--- config.mk ---
export PLATFORM = sky130hd
export DESIGN_NAME = fetch_sequencer
export DESIGN_NICKNAME = d
export VERILOG_FILES = /design/src/rtl/fetch_sequencer.sv
export SDC_FILE = /design/constraint.sdc
export NUM_CORES = 1
export LEC_CHECK = 0
export ABC_CLOCK_PERIOD_IN_PS = 4300
export BUFFER_PORTS_ARGS = -buffer_cell sky130_fd_sc_hd__buf_4
export CORE_ASPECT_RATIO = 1.4
export CORE_MARGIN = 3
export CORE_UTILIZATION = 35
export DETAILED_ROUTE_END_ITERATION = 8
export PLACE_DENSITY = 0.58
export SYNTH_ARGS = -nofsm -noshare
export SYNTH_HDL_FRONTEND = slang
export SYNTH_SLANG_ARGS = --single-unit
--- constraint.sdc ---
create_clock -name clk -period 4.3 [get_ports clk]
set_clock_uncertainty 0.1 [all_clocks]
set_input_delay 0 -clock clk [delete_from_list [all_inputs] [get_ports clk]]
set_output_delay 0 -clock clk [all_outputs]
set_load 0.1 [all_outputs]
--- src/rtl/fetch_sequencer.sv ---
// Instruction fetch front end: owns the PC, buffers {pc, inst, fault} in an
// in-order queue and hands entries to decode over valid/ready; flushes on redirect/trap.
module fetch_sequencer #(
    parameter logic [31:0] RESET_PC    = 32'h0000_0000,
    parameter int          QUEUE_DEPTH = 4,
    parameter int          IMEM_BYTES  = 1024
) (
    input  logic        clk,
    input  logic        reset,
    output logic [31:0] imem_pc,
    input  logic [31:0] imem_inst,
    input  logic        redirect_valid,
    input  logic [31:0] redirect_pc,
    input  logic        trap_valid,
    input  logic [31:0] trap_pc,
    output logic        out_valid,
    input  logic        out_ready,
    output logic [31:0] out_pc,
    output logic [31:0] out_inst,
    output logic        out_fault
);
    localparam int          AW      = $clog2(QUEUE_DEPTH);
    localparam logic [AW:0] DEPTH   = (AW+1)'(QUEUE_DEPTH);
    localparam logic [31:0] LAST_PC = 32'(IMEM_BYTES - 4);

    localparam logic [0:0] FETCH  = 1'b0;
    localparam logic [0:0] HALTED = 1'b1;

    logic [0:0]    state;
    logic [31:0]   pc;
    logic [AW:0]   count;
    logic [AW-1:0] rd_ptr;
    logic [AW-1:0] wr_ptr;

    logic [31:0] q_pc    [QUEUE_DEPTH];
    logic [31:0] q_inst  [QUEUE_DEPTH];
    logic        q_fault [QUEUE_DEPTH];

    logic flush;
    logic has_data;
    logic deq;
    logic enq;
    logic pc_fault;

    assign flush    = trap_valid | redirect_valid;
    assign has_data = (count != '0);
    assign pc_fault = (pc[1:0] != 2'b00) || (pc > LAST_PC);

    assign out_valid = has_data & ~flush;
    assign deq       = out_valid & out_ready;
    // A full queue may still accept when the head leaves in the same cycle.
    assign enq       = (state == FETCH) && !flush && ((count != DEPTH) || deq);

    assign imem_pc   = pc;
    assign out_pc    = has_data ? q_pc[rd_ptr]    : 32'h0;
    assign out_inst  = has_data ? q_inst[rd_ptr]  : 32'h0;
    assign out_fault = has_data ? q_fault[rd_ptr] : 1'b0;

    // Queue storage carries no reset; emptiness is tracked by count alone.
    always_ff @(posedge clk) begin
        if (enq) begin
            q_pc[wr_ptr]    <= pc;
            q_inst[wr_ptr]  <= pc_fault ? 32'h0 : imem_inst;
            q_fault[wr_ptr] <= pc_fault;
        end
    end

    always_ff @(posedge clk) begin
        if (reset) begin
            pc     <= RESET_PC;
            count  <= '0;
            rd_ptr <= '0;
            wr_ptr <= '0;
            state  <= FETCH;
        end else if (flush) begin
            pc     <= trap_valid ? trap_pc : redirect_pc;
            count  <= '0;
            rd_ptr <= '0;
            wr_ptr <= '0;
            state  <= FETCH;
        end else begin
            if (enq) begin
                wr_ptr <= wr_ptr + AW'(1);
                if (pc_fault) begin
                    state <= HALTED;
                end else begin
                    pc <= pc + 32'd4;
                end
            end
            if (deq) begin
                rd_ptr <= rd_ptr + AW'(1);
            end
            count <= count + (AW+1)'(enq) - (AW+1)'(deq);
        end
    end
endmodule
# Word-level counts from Yosys, hierarchy flattened
# Memories as Yosys holds them, arrays and structs flattened. A register that Yosys moved wholly into a read port is not among the register bits.
# Index checks and enable logic that the tools add are counted.
# W data, S select, Z words.
# totals
regBits	40
ram_bits	260
in_bits	101
out_inout_bits	98
wordCells	48
n_memories	3
# op_classes
n_addsub	5
n_lt_le_gt_ge	1
eq_ne	2
mux	16
bitwise_logic	5
reduce_logical	11
# mem_list
name	words	width	read_ports	rd_ports_with_merged_regs	write_ports	line	rtl
q_inst	4	32	1	1	1	36	logic [31:0] q_inst [QUEUE_DEPTH];
q_pc	4	32	1	1	1	35	logic [31:0] q_pc [QUEUE_DEPTH];
q_fault	4	1	1	1	1	37	logic q_fault [QUEUE_DEPTH];
# op_table
cell	n
$mux W32	7
$add A32 B3 Y32 const B	1
$gt A32 B10 Y1 const B	1
$mux W2	6
$add A2 B1 Y2 const B	2
$reduce_and A2 Y1	2
$reduce_bool A2 Y1	2
$add A3 B1 Y3	1
$mux W1	3
$ne A3 B3 Y1 const B	1
$reduce_bool A3 Y1	1
$sub A3 B1 Y3	1
$and A1 B1 Y1	2
$logic_and A1 B1 Y1	2
$logic_or A1 B1 Y1	2
$ne A2 B2 Y1 const B	1
$not A1 Y1	2
$reduce_or A2 Y1	1
$logic_not A1 Y1	1
$or A1 B1 Y1	1

# Depth between registers and ports, before layout
# Gate-level depths: netlist of run 1.
# logic_depth
word_depth	8
depth_mapped	11
ltp_nobuf	10

# Worst setup path before layout of run 1
# Ideal clock, no wire load.
# synth_timing
path_type	register to register
startpoint	reg count[1]
endpoint	mem q_fault[0] (enable)
setup_time_ns	0.430
arrival_ns	2.436
t_required_ns	3.770
setup_slack_ns	1.334
stages_incl_launch_ff	4
n_path_buf	0
period_less_slack_ns	2.966
path_cell_list	dfxtp_1 -> nor4b_4 -> nor3_2 -> and2_1
# synth_between
elab_chain_len	7
elab_cells_between_ends	8
classes_between	eq/ne (1); mux (2); bitwise (2); reduce/logical (3)
# synth_rtl
element	line	rtl
start, declared	31	logic [AW:0] count;
start signal, assigned	93	count <= count + (AW+1)'(enq) - (AW+1)'(deq);
$reduce_bool A3 Y1	46	assign has_data = (count != '0);
$and A1 B1 Y1	49	assign out_valid = has_data & ~flush;
$and A1 B1 Y1	50	assign deq = out_valid & out_ready;
$logic_or A1 B1 Y1 (*)	52	assign enq = (state == FETCH) && !flush && ((count != DEPTH) || deq);
$logic_and A1 B1 Y1 (*)	52	
$mux W1 (*)	61	if (enq) begin
$mux W1 (implied by the code) (*)	64	q_fault[wr_ptr] <= pc_fault;
end, declared	37	
# Every way passes the cells marked *; elsewhere a longest branch is shown, timed or not.

# Worst setup path after layout of run 1
# layout_timing
startpoint	reg pc[13] (netlist: imem_pc[13])
endpoint	reg pc[27] (netlist: imem_pc[27])
# layout_between
elab_chain_len	4
elab_cells_between_ends	8
classes_between	add/sub (1); order compare (1); eq/ne (1); mux (3); reduce/logical (2)
# layout_rtl
element	line	rtl
start, declared	30	logic [31:0] pc;
start signal, assigned	76	pc <= trap_valid ? trap_pc : redirect_pc;
start signal, assigned	87	pc <= pc + 32'd4;
$add A32 B3 Y32 / $gt A32 B10 Y1 (equally long branches)	87, 47	
$mux W32 / $logic_or A1 B1 Y1 (equally long branches)	84, 47	
$mux W32 / $ne A2 B2 Y1 (equally long branches)	--	
$mux W32 / $reduce_and A2 Y1 (equally long branches)	--	
# Several ways; a longest one is shown, not always the timed one. The select of a mux whose other input is x is not followed.
# A chain may end at the register's enable or synchronous reset.

==> summary.txt, run 1 <==
STA
  • Setup repair after global routing missed its margin: no
  • Part of the cycle the worst path needs: 0.776
  • Final setup violation count: 0
  • Pin slew with the least headroom to its limit: 1.06 ns
  • Final critical path time including I/O delays and setup: 3.34 ns
  • Final max-slew violation count: 0
  • Worst slew margin relative to its limit: 0.293
  • Fin Setup TNS: 0 ns
  • Number of endpoints with negative hold slack in the final report: 0
  • F_max: 0.300 GHz

Global routing
  • First-pass GRT wire length: 45700 um
  • Congestion Overflow GR: 0
  • Number of antenna violations at the first check in global routing: 0
  • Largest net degree at the start of global routing: 69
  • GRT Total Usage: 0.157
  • Vias in the first global route: 8026

Critical path
  • Largest driver fanout on the critical path: 21
  • R2r setup slk: 0.96 ns
  • Kind of end point of the critical path: flop
  • R2r worst-path depth: 7
  • Setup CP Type: reg2reg
  • Critical Path RT: 4.61 ns
  • RR Startpoint: imem_pc[13]$_SDFFE_PP0P_
  • Worst r2r dst: imem_pc[27]$_SDFFE_PP0P_
  • Kind of launch point of the worst setup path: flop
  • Crit path DAT: 3.65 ns

Synthesis
  • Library cell with the largest summed area after synthesis: sky130_fd_sc_hd__edfxtp_1
  • Synthesized netlist net count: 836
  • Synth top area cells: sky130_fd_sc_hd__edfxtp_1, sky130_fd_sc_hd__mux4_2, sky130_fd_sc_hd__dfxtp_1
  • Post-synth top flop: sky130_fd_sc_hd__edfxtp_1
  • Post-Synth Adder-Cell Area: 0.00869
  • Top post-synthesis cells by count: sky130_fd_sc_hd__edfxtp_1, sky130_fd_sc_hd__mux4_2, sky130_fd_sc_hd__nor2_1
  • Simple-gate share of the synthesized area: 0.104
  • Proportion of synthesized area in mux cells: 0.127
  • Count of unique library cells instantiated by Yosys: 50
  • Avg Synthesized Cell Area: 17.0 sq um
  • Cell with the most instances after synthesis: sky130_fd_sc_hd__edfxtp_1
  • Post-synthesis async set-or-reset flop share: 0
  • Count of mapped cells out of synthesis: 727
  • Synth Area in XOR/XNOR: 0.00848
  • Compound-cell area share of the yosys netlist: 0.0315
  • Ys Warns: 0
  • Combinational family with the most area after synthesis: multiplexers
  • Post-synthesis sequential element count: 302
  • Post-synth EDFFs: 260
  • Netlist Area Pre-Place: 12400 sq um
  • Share of the synthesized area in the top cell type: 0.630
  • Seq/Total Area, Yosys: 0.698

Clock tree
  • CTS HTree Levels: 1
  • Number of buffers on the longest clock path: 3
  • Clock sinks: 302
  • Clock latency of the later-clocked register in the worst-skew pair: 0.52 ns
  • CTS tree: done
  • Clock Root Buffer: sky130_fd_sc_hd__clkbuf_16
  • Setup Fix Bufs, Post-CTS: 0
  • Cts bufs inserted: 29
  • Clock-pin slew of the registers on the worst-case setup and hold paths: 0.06 ns

Floorplanning
  • Die Footprint: 37700 sq um
  • Top-Level Pins: 199
  • Die X: 165 um
  • Height of the die: 229 um
  • Number of rows created at floorplan: 80
  • Core Area: 34500 sq um
  • Effective utilization at floorplan: 0.359

Placement
  • Placer's final routability congestion estimate: 0.760
  • Final HPWL DP: 17100 um
  • PortBufs: 198
  • Placement-stage cell area: 14300 sq um

Route
  • Pre-Repair DR Iteration Count: 4
  • Vias post-DR: 7369
  • DRC: 0
  • Number of DRC markers in iteration 0: 336
  • Antenna violation net count after detailed routing: 0
  • Ratio of routed vias to standard cells: 4.86
  • WL/cell: 19.5 um
  • Detailed Route WL: 29500 um

Outcome
  • Result of the run: finished, final reports clean

Finish
  • P&R area growth vs syn: 32.5%
  • Ratio of cells with drive above 1 in the final layout: 0.315
  • # fillers: 2975
  • Post-route cell area: 16400 sq um
  • Net count reported at finish: 1152
  • Antenna diode count: 0

Min path
  • Worst Hold Endpoint: q_inst[2][13]$_DFFE_PP_
  • Worst hold path depth: 3
  • Hold path startpoint: imem_inst[13]
  • Kind of path behind the tightest hold check: in2reg

Power
  • Leakage power summed over all cells: 5.92 nW
  • PwrDens: 377 nW/um^2
  • Largest vdd supply drop: 0.000251 V

Job
  • Maxcap violations: 0
## cells in the final DEF (no fill, tap or decap), types with 6 or more instances in the layout
master,instances
sky130_fd_sc_hd__mux4_2,65
sky130_fd_sc_hd__and2_1,32
sky130_fd_sc_hd__nor2_1,65
sky130_fd_sc_hd__xor2_1,6
sky130_fd_sc_hd__dlygate4sd3_1,128
sky130_fd_sc_hd__dfxtp_1,40
sky130_fd_sc_hd__edfxtp_1,260
sky130_fd_sc_hd__clkbuf_1,11
sky130_fd_sc_hd__buf_4,199
sky130_fd_sc_hd__xnor2_1,6
sky130_fd_sc_hd__nand2_1,25
sky130_fd_sc_hd__a221oi_1,9
sky130_fd_sc_hd__mux2i_1,11
sky130_fd_sc_hd__a221oi_2,8
sky130_fd_sc_hd__o21ai_0,7
sky130_fd_sc_hd__clkbuf_16,30
sky130_fd_sc_hd__nor2b_1,49
sky130_fd_sc_hd__ha_1,7
sky130_fd_sc_hd__and2b_1,16
sky130_fd_sc_hd__a21oi_1,18
sky130_fd_sc_hd__inv_1,12
## critical path, stage by stage (launching register included)
cell	delay (ns)
sky130_fd_sc_hd__dfxtp_1	0.38
sky130_fd_sc_hd__nor4_2	0.60
sky130_fd_sc_hd__and4b_4	0.35
sky130_fd_sc_hd__a21oi_4	0.20
sky130_fd_sc_hd__a221oi_1	0.34
sky130_fd_sc_hd__dlygate4sd3_1	0.62
sky130_fd_sc_hd__nor2_1	0.04
sky130_fd_sc_hd__dlygate4sd3_1	0.57
## state kept, by name, indices dropped and copies added (netlist names), named ones only
name,flops
count,3
imem_pc,32
q_fault,4
q_inst,128
q_pc,128
rd_ptr,2
state,1
wr_ptr,2
## worst max path at each step
| stage | endpoint | cells past startpoint | start |
|---|---|---|---|
| detailed placement | q_inst[1][20]$_DFFE_PP_ | 4 | trap_valid |
| global route | imem_pc[27]$_SDFFE_PP0P_ | 7 | imem_pc[13]$_SDFFE_PP0P_ |
| finish | imem_pc[27]$_SDFFE_PP0P_ | 7 | imem_pc[13]$_SDFFE_PP0P_ |
| global placement | q_inst[1][13]$_DFFE_PP_ | 4 | trap_valid |
| CTS | imem_pc[20]$_SDFFE_PP0P_ | 7 | imem_pc[13]$_SDFFE_PP0P_ |
| floorplan | q_fault[0]$_DFFE_PP_ | 3 | count[1]$_SDFF_PP0_ |
## layout make-up
type                    count  area, sq um  area share
clock buffers              43          820      0.0499
clock inverters            10         51.3     0.00313
inverters                  12         45.0     0.00274
multi-input cells         370         3480       0.212
flip-flops and latches    302         8660       0.527
well taps                 451          564      0.0344
repair buffers            328         2800       0.170
## where the power goes
group | total (mW) | internal, mW | switching, mW
Clock | 2.33 | 1.32 | 1.01
Combinational | 0.597 | 0.251 | 0.346
Sequential | 3.27 | 3.21 | 0.0580
Total | 6.19 | 4.78 | 1.41
## routing by layer
layer	routed length, um	up-vias	share of wire	global-route usage
met5	0	-	0	0
met4	590	0	0.020	0.0375
met3	1430	35	0.049	0.0236
met2	15600	200	0.53	0.284
met1	11900	3721	0.40	0.195
li1	-	3413	-	-
## kinds of logic after synthesis
group           count (synthesis)
compound gates                 49
xor+xnor                       12
buf+inv                        55
mux                            76
simple gates                  225
flops                         302
fa+ha+maj                       8
## per-stage QoR
step                      instances  total power, mW  hold slack [ns]   util  setup slack (ns)
after floorplan                 727             3.64           0.0411      -              1.33
after global placement         1335             3.82            0.132  0.413              1.54
after detailed placement       1335             3.82            0.136  0.413              1.52
after CTS                      1516             6.26            0.263  0.475              1.07
after global routing           1516             6.42            0.303  0.475             0.774
final                          1516             6.19            0.271  0.475             0.964
## repair_timing
action / in CTS / in global routing
hold buffers: 128 / 0
resized for setup: 0 / 0
endpoints found under the hold margin: 165 / 0
No activity file was read; power rests on OpenSTA's default activity.
==> inputs of run 2 (changes only) <==
ABC_CLOCK_PERIOD_IN_PS = 3300   (was 4300)
clock period = 3.3 ns   (was 4.3 ns; I/O delays follow)
==> summary.txt, run 2 (same netlist as run 1, synthesis figures left out) <==
Outcome
  • Result of the run: finished, final reports clean

STA
  • Final critical path time including I/O delays and setup: 3.17 ns
  • Part of the cycle the worst path needs: 0.961
  • Number of endpoints with negative hold slack in the final report: 0
  • Final max-slew violation count: 0
  • Fin Setup TNS: 0 ns
  • Pin slew with the least headroom to its limit: 0.780 ns
  • Final setup violation count: 0
  • Worst slew margin relative to its limit: 0.480
  • Setup repair after global routing missed its margin: no
  • F_max: 0.315 GHz

Finish
  • Leading cell types in the layout, fill and taps excluded: sky130_fd_sc_hd__edfxtp_1, sky130_fd_sc_hd__buf_4, sky130_fd_sc_hd__dlygate4sd3_1, sky130_fd_sc_hd__mux4_2, sky130_fd_sc_hd__nor2_1
  • Non-filler instance count after layout: 1534
  • Ratio of cells with drive above 1 in the final layout: 0.325
  • # fillers: 2984
  • Antenna diode count: 0
  • Register cell area after layout: 8660 sq um
  • Multi-input logic area: 3510 sq um
  • P&R area growth vs syn: 34.2%
  • Net count reported at finish: 1172
  • Core utilization of the finished layout: 0.481
  • Most common cell after layout, fill and taps aside: sky130_fd_sc_hd__edfxtp_1

Route
  • Ratio of routed vias to standard cells: 4.87
  • Number of DRC markers in iteration 0: 349
  • Total routed wire length on the met1 layer: 12100 um
  • Detailed Route WL: 30700 um
  • DRC: 0
  • Met2 Routed Length: 16000 um
  • Met3 layer wire length in the routed design: 1850 um
  • WL/cell: 20.0 um
  • Vias post-DR: 7466
  • Highest metal layer with signal wires: met5
  • Antenna violation net count after detailed routing: 0
  • Pre-Repair DR Iteration Count: 4

Min path
  • Kind of path behind the tightest hold check: in2reg

Clock tree
  • Clock latency of the later-clocked register in the worst-skew pair: 0.56 ns
  • Number of buffers on the longest clock path: 3
  • Clock Root Buffer: sky130_fd_sc_hd__clkbuf_16
  • Cts bufs inserted: 28
  • CTS tree: done
  • Clock-pin slew of the registers on the worst-case setup and hold paths: 0.06 ns
  • CTS HTree Levels: 1
  • Clock sinks: 302

Floorplanning
  • Top-Level Pins: 199
  • Effective utilization at floorplan: 0.359
  • Height of the die: 229 um
  • Core Area: 34500 sq um
  • Die X: 165 um
  • Die Footprint: 37700 sq um
  • Number of rows created at floorplan: 80

Global routing
  • Largest net degree at the start of global routing: 68
  • First-pass GRT wire length: 46500 um
  • GRT Total Usage: 0.162
  • Number of antenna violations at the first check in global routing: 1
  • Vias in the first global route: 7965
  • Congestion Overflow GR: 0

Placement
  • Placer's final routability congestion estimate: 0.756
  • Final HPWL DP: 19200 um
  • PortBufs: 198
  • Instance count after placement with tap cells included: 1352

Critical path
  • Largest driver fanout on the critical path: 11
  • Critical Path RT: 3.65 ns
  • Crit path DAT: 3.52 ns
  • Setup CP Type: reg2reg
  • Kind of launch point of the worst setup path: flop
  • Kind of end point of the critical path: flop

Power
  • Largest vdd supply drop: 0.000364 V
  • PwrDens: 485 nW/um^2
  • Leakage power summed over all cells: 6.03 nW

Job
  • Maxcap violations: 0
==> run 2: worst max-delay path, cell delays in order, from the launching register on <==
cell and delay, ns:
sky130_fd_sc_hd__dfxtp_1 0.38, sky130_fd_sc_hd__nor4_2 0.53, sky130_fd_sc_hd__and4b_4 0.37, sky130_fd_sc_hd__a21oi_4 0.15
sky130_fd_sc_hd__a221oi_1 0.29, sky130_fd_sc_hd__dlygate4sd3_1 0.62, sky130_fd_sc_hd__nor2_1 0.05, sky130_fd_sc_hd__dlygate4sd3_1 0.56
==> run 2: layout make-up <==
type                    count  share of cell area
repair buffers            348               0.181
well taps                 451              0.0339
flip-flops and latches    302               0.521
clock inverters            12             0.00617
multi-input cells         371               0.211
inverters                  12             0.00271
clock buffers              38              0.0450
==> run 2: where the power goes <==
part	internal (mW)	switching (mW)	total, mW
sequential	4.18	0.0803	4.27
clock	1.67	1.34	3.01
combinational	0.336	0.457	0.793
total	6.19	1.87	8.06
==> run 2: path summary, 6_finish.rpt <==
kind | start | endpoint | slack [ns] | cells after the start
setup / recovery | imem_pc[13]$_SDFFE_PP0P_ | imem_pc[27]$_SDFFE_PP0P_ | 0.13 | 7
hold / removal | trap_valid | rd_ptr[0]$_SDFFE_PP0N_ | 0.08 | 5
setup reg to reg | imem_pc[13]$_SDFFE_PP0P_ | imem_pc[27]$_SDFFE_PP0P_ | 0.13 | 7
hold reg to reg | rd_ptr[1]$_SDFFE_PP0N_ | rd_ptr[1]$_SDFFE_PP0N_ | 0.44 | 2
==> run 2: stage by stage <==
stage	setup WS [ns]	power, mW	instance area, sq um	hold slack (ns)
2_1_floorplan	0.334	4.75	12400	0.0411
3_3_place_gp	0.751	4.99	14400	0.137
3_5_place_dp	0.670	4.99	14400	0.136
4_1_cts	0.0303	8.14	16600	0.00382
5_1_grt	0.0310	8.33	16600	0.0982
6_report	0.128	8.06	16600	0.0841
==> run 2: metal layers <==
layer	global-route usage	vias to the layer above
li1	-	3453
met1	0.201	3768
met2	0.283	201
met3	0.0341	42
met4	0.0454	2
met5	0	-
==> run 2: timing repair <==
action,CTS,global route
endpoints found under the setup margin,0,15
hold buffers,131,0
buffers inserted,0,0
endpoints found under the hold margin,165,0
resized for setup,0,2
==> inputs of run 3 (changes only) <==
ABC_AREA = 1   (was unset)
==> summary.txt, run 3 <==
Floorplanning
  • Number of rows created at floorplan: 82
  • Effective utilization at floorplan: 0.356
  • Core Area: 35900 sq um
  • Die Footprint: 38900 sq um
  • Top-Level Pins: 199
  • Die X: 168 um
  • Height of the die: 232 um

Route
  • Pre-Repair DR Iteration Count: 7
  • DRC: 0
  • Number of DRC markers in iteration 0: 560
  • Antenna violation net count after detailed routing: 0
  • WL/cell: 16.6 um
  • Vias post-DR: 9586
  • Ratio of routed vias to standard cells: 4.80
  • Detailed Route WL: 33100 um

Finish
  • Post-route cell area: 16700 sq um
  • P&R area growth vs syn: 30.3%
  • Antenna diode count: 0
  • Core utilization of the finished layout: 0.464
  • Most common cell after layout, fill and taps aside: sky130_fd_sc_hd__nor2_1
  • Ratio of cells with drive above 1 in the final layout: 0.184
  • Leading cell types in the layout, fill and taps excluded: sky130_fd_sc_hd__nor2_1, sky130_fd_sc_hd__edfxtp_1, sky130_fd_sc_hd__buf_4, sky130_fd_sc_hd__o21ai_0, sky130_fd_sc_hd__dlygate4sd3_1
  • Net count reported at finish: 1625

Synthesis
  • Post-synth EDFFs: 260
  • Combinational family with the most area after synthesis: simple AND/OR/NAND/NOR gates
  • Compound-cell area share of the yosys netlist: 0.0999
  • Synth Area in XOR/XNOR: 0.00274
  • Ys Warns: 0
  • Simple-gate share of the synthesized area: 0.161
  • Avg Synthesized Cell Area: 10.3 sq um
  • Count of mapped cells out of synthesis: 1238
  • Netlist Area Pre-Place: 12800 sq um
  • Post-synth top flop: sky130_fd_sc_hd__edfxtp_1
  • Post-synthesis sequential element count: 302
  • Synthesized netlist net count: 1347
  • Share of the synthesized area in the top cell type: 0.610
  • Synth top area cells: sky130_fd_sc_hd__edfxtp_1, sky130_fd_sc_hd__nor2_1, sky130_fd_sc_hd__dfxtp_1
  • Post-Synth Adder-Cell Area: 0.00841
  • Seq/Total Area, Yosys: 0.676
  • Post-synthesis async set-or-reset flop share: 0
  • Top post-synthesis cells by count: sky130_fd_sc_hd__nor2_1, sky130_fd_sc_hd__edfxtp_1, sky130_fd_sc_hd__o21ai_0
  • Cell with the most instances after synthesis: sky130_fd_sc_hd__nor2_1
  • Proportion of synthesized area in mux cells: 0
  • Library cell with the largest summed area after synthesis: sky130_fd_sc_hd__edfxtp_1
  • Count of unique library cells instantiated by Yosys: 36

Power
  • Clock power frac: 0.375
  • Largest vdd supply drop: 0.000279 V
  • Part of the power in registers: 0.518
  • Leakage power summed over all cells: 6.51 nW
  • PwrDens: 499 nW/um^2
  • Combinational share of power: 0.108
  • Switching fraction of total power: 0.244
  • Cell internal power dissipation: 6.29 mW
  • Net Sw Power: 2.03 mW

Global routing
  • Number of antenna violations at the first check in global routing: 0
  • First-pass GRT wire length: 51400 um
  • Largest net degree at the start of global routing: 71
  • Vias in the first global route: 9642
  • Congestion Overflow GR: 0
  • GRT Total Usage: 0.165

Clock tree
  • Cts bufs inserted: 29
  • CTS tree: done
  • Number of buffers on the longest clock path: 3
  • Clock-pin slew of the registers on the worst-case setup and hold paths: 0.06 ns
  • Clock latency of the later-clocked register in the worst-skew pair: 0.55 ns
  • Clock Root Buffer: sky130_fd_sc_hd__clkbuf_16
  • CTS HTree Levels: 1
  • Clock sinks: 302
  • Setup Fix Bufs, Post-CTS: 0

Placement
  • Placement-stage cell area: 14700 sq um
  • Final HPWL DP: 19200 um
  • Pre-CTS setup slack: 0.942 ns
  • PortBufs: 198
  • Placer's final routability congestion estimate: 0.762

Critical path
  • Kind of end point of the critical path: output port
  • Critical Path RT: 3.20 ns
  • Setup CP Type: reg2out
  • Cells along the critical path: buf_4 -> nor2_1 -> nor2_1 -> o21ai_0 -> a21oi_1 -> buf_4
  • Kind of cell adding the most delay to the critical path: buffers and inverters
  • Largest driver fanout on the critical path: 52
  • Crit path DAT: 2.77 ns
  • Kind of launch point of the worst setup path: flop
  • CP Buf/Inv Count: 2
  • Max incr delay on CP: 0.72 ns
  • Critical path's slowest cell: sky130_fd_sc_hd__dfxtp_4

STA
  • Worst hold margin: 0.142 ns
  • Final setup violation count: 0
  • F_max: 0.348 GHz
  • Pin slew with the least headroom to its limit: 0.973 ns
  • Fin Setup TNS: 0 ns
  • Setup repair after global routing missed its margin: no
  • Worst setup slack after layout: 0.430 ns
  • Part of the cycle the worst path needs: 0.870
  • Final max-slew violation count: 0
  • Final critical path time including I/O delays and setup: 2.87 ns
  • Number of endpoints with negative hold slack in the final report: 0
  • Worst slew margin relative to its limit: 0.351

Min path
  • Kind of path behind the tightest hold check: in2reg

Job
  • Maxcap violations: 0

Outcome
  • Result of the run: finished, final reports clean
## run 3: changes by cell type in the layout (fill, tap and decap cells not counted), moves of 32 or more
cell,previous run,this run
sky130_fd_sc_hd__nor2_1,65,405
sky130_fd_sc_hd__mux4_2,65,0
sky130_fd_sc_hd__inv_1,12,74
sky130_fd_sc_hd__a21oi_1,18,94
sky130_fd_sc_hd__o21ai_0,7,145
sky130_fd_sc_hd__nor2b_1,49,0
sky130_fd_sc_hd__and2_1,32,0
## run 3: tightest hold or removal path: stages
cell and delay [ns]:
sky130_fd_sc_hd__dlygate4sd3_1 0.53, sky130_fd_sc_hd__buf_4 0.16, sky130_fd_sc_hd__a21oi_1 0.05
## run 3: power groups by stage
| stage | clock [mW] | sequential [mW] | combinational, mW |
|---|---|---|---|
| 2_1_floorplan | 0 | 4.61 | 0.303 |
| 3_3_place_gp | 0 | 4.39 | 0.778 |
| 3_5_place_dp | 0 | 4.39 | 0.783 |
| 4_1_cts | 3.19 | 4.31 | 0.898 |
| 5_1_grt | 3.35 | 4.32 | 0.958 |
| 6_report | 3.12 | 4.31 | 0.895 |
## run 3: kinds of logic (layout without fill, tap and decap cells)
group / count (synthesis) / count (layout)
simple gates: 518 / 518
flops: 302 / 302
compound gates: 252 / 252
buf+inv: 154 / 453
fa+ha+maj: 8 / 8
xor+xnor: 4 / 4
## run 3: area by class of cell
| type | count | area [sq um] |
|---|---|---|
| Tap cell | 462 | 578 |
| Fill cell | 3323 | 19200 |
| Sequential cell | 302 | 8660 |
| Clock buffer | 32 | 737 |
| Clock inverter | 20 | 153 |
| Inverter | 79 | 300 |
| Multi-Input combinational cell | 782 | 3520 |
| Timing Repair Buffer | 322 | 2730 |
## run 3: worst paths after layout
| kind | from | end | slack (ns) | depth (start not counted) |
|---|---|---|---|---|
| min | reset | imem_pc[19]$_SDFFE_PP0P_ | 0.14 | 3 |
| min reg2reg | state$_SDFFE_PP0P_ | state$_SDFFE_PP0P_ | 0.39 | 2 |
| max reg2reg | count[1]$_SDFF_PP0_ | count[2]$_SDFF_PP0_ | 0.53 | 13 |
| max | flop | out_pc[10] | 0.43 | 6 |
## run 3: layer usage
metal	track usage	part of all wire
met1	0.197	0.41
met2	0.303	0.51
met3	0.0266	0.053
met4	0.0499	0.023
met5	0	0
## run 3: per-stage QoR
step / power (mW) / cells
6_report: 8.32 / 1999
4_1_cts: 8.40 / 1999
5_1_grt: 8.63 / 1999
3_5_place_dp: 5.18 / 1842
2_1_floorplan: 4.91 / 1238
3_3_place_gp: 5.17 / 1842
## run 3: repair_timing
action | CTS | global route
hold endpoints to repair | 170 | 0
resized for setup | 0 | 0
hold buffers | 105 | 0
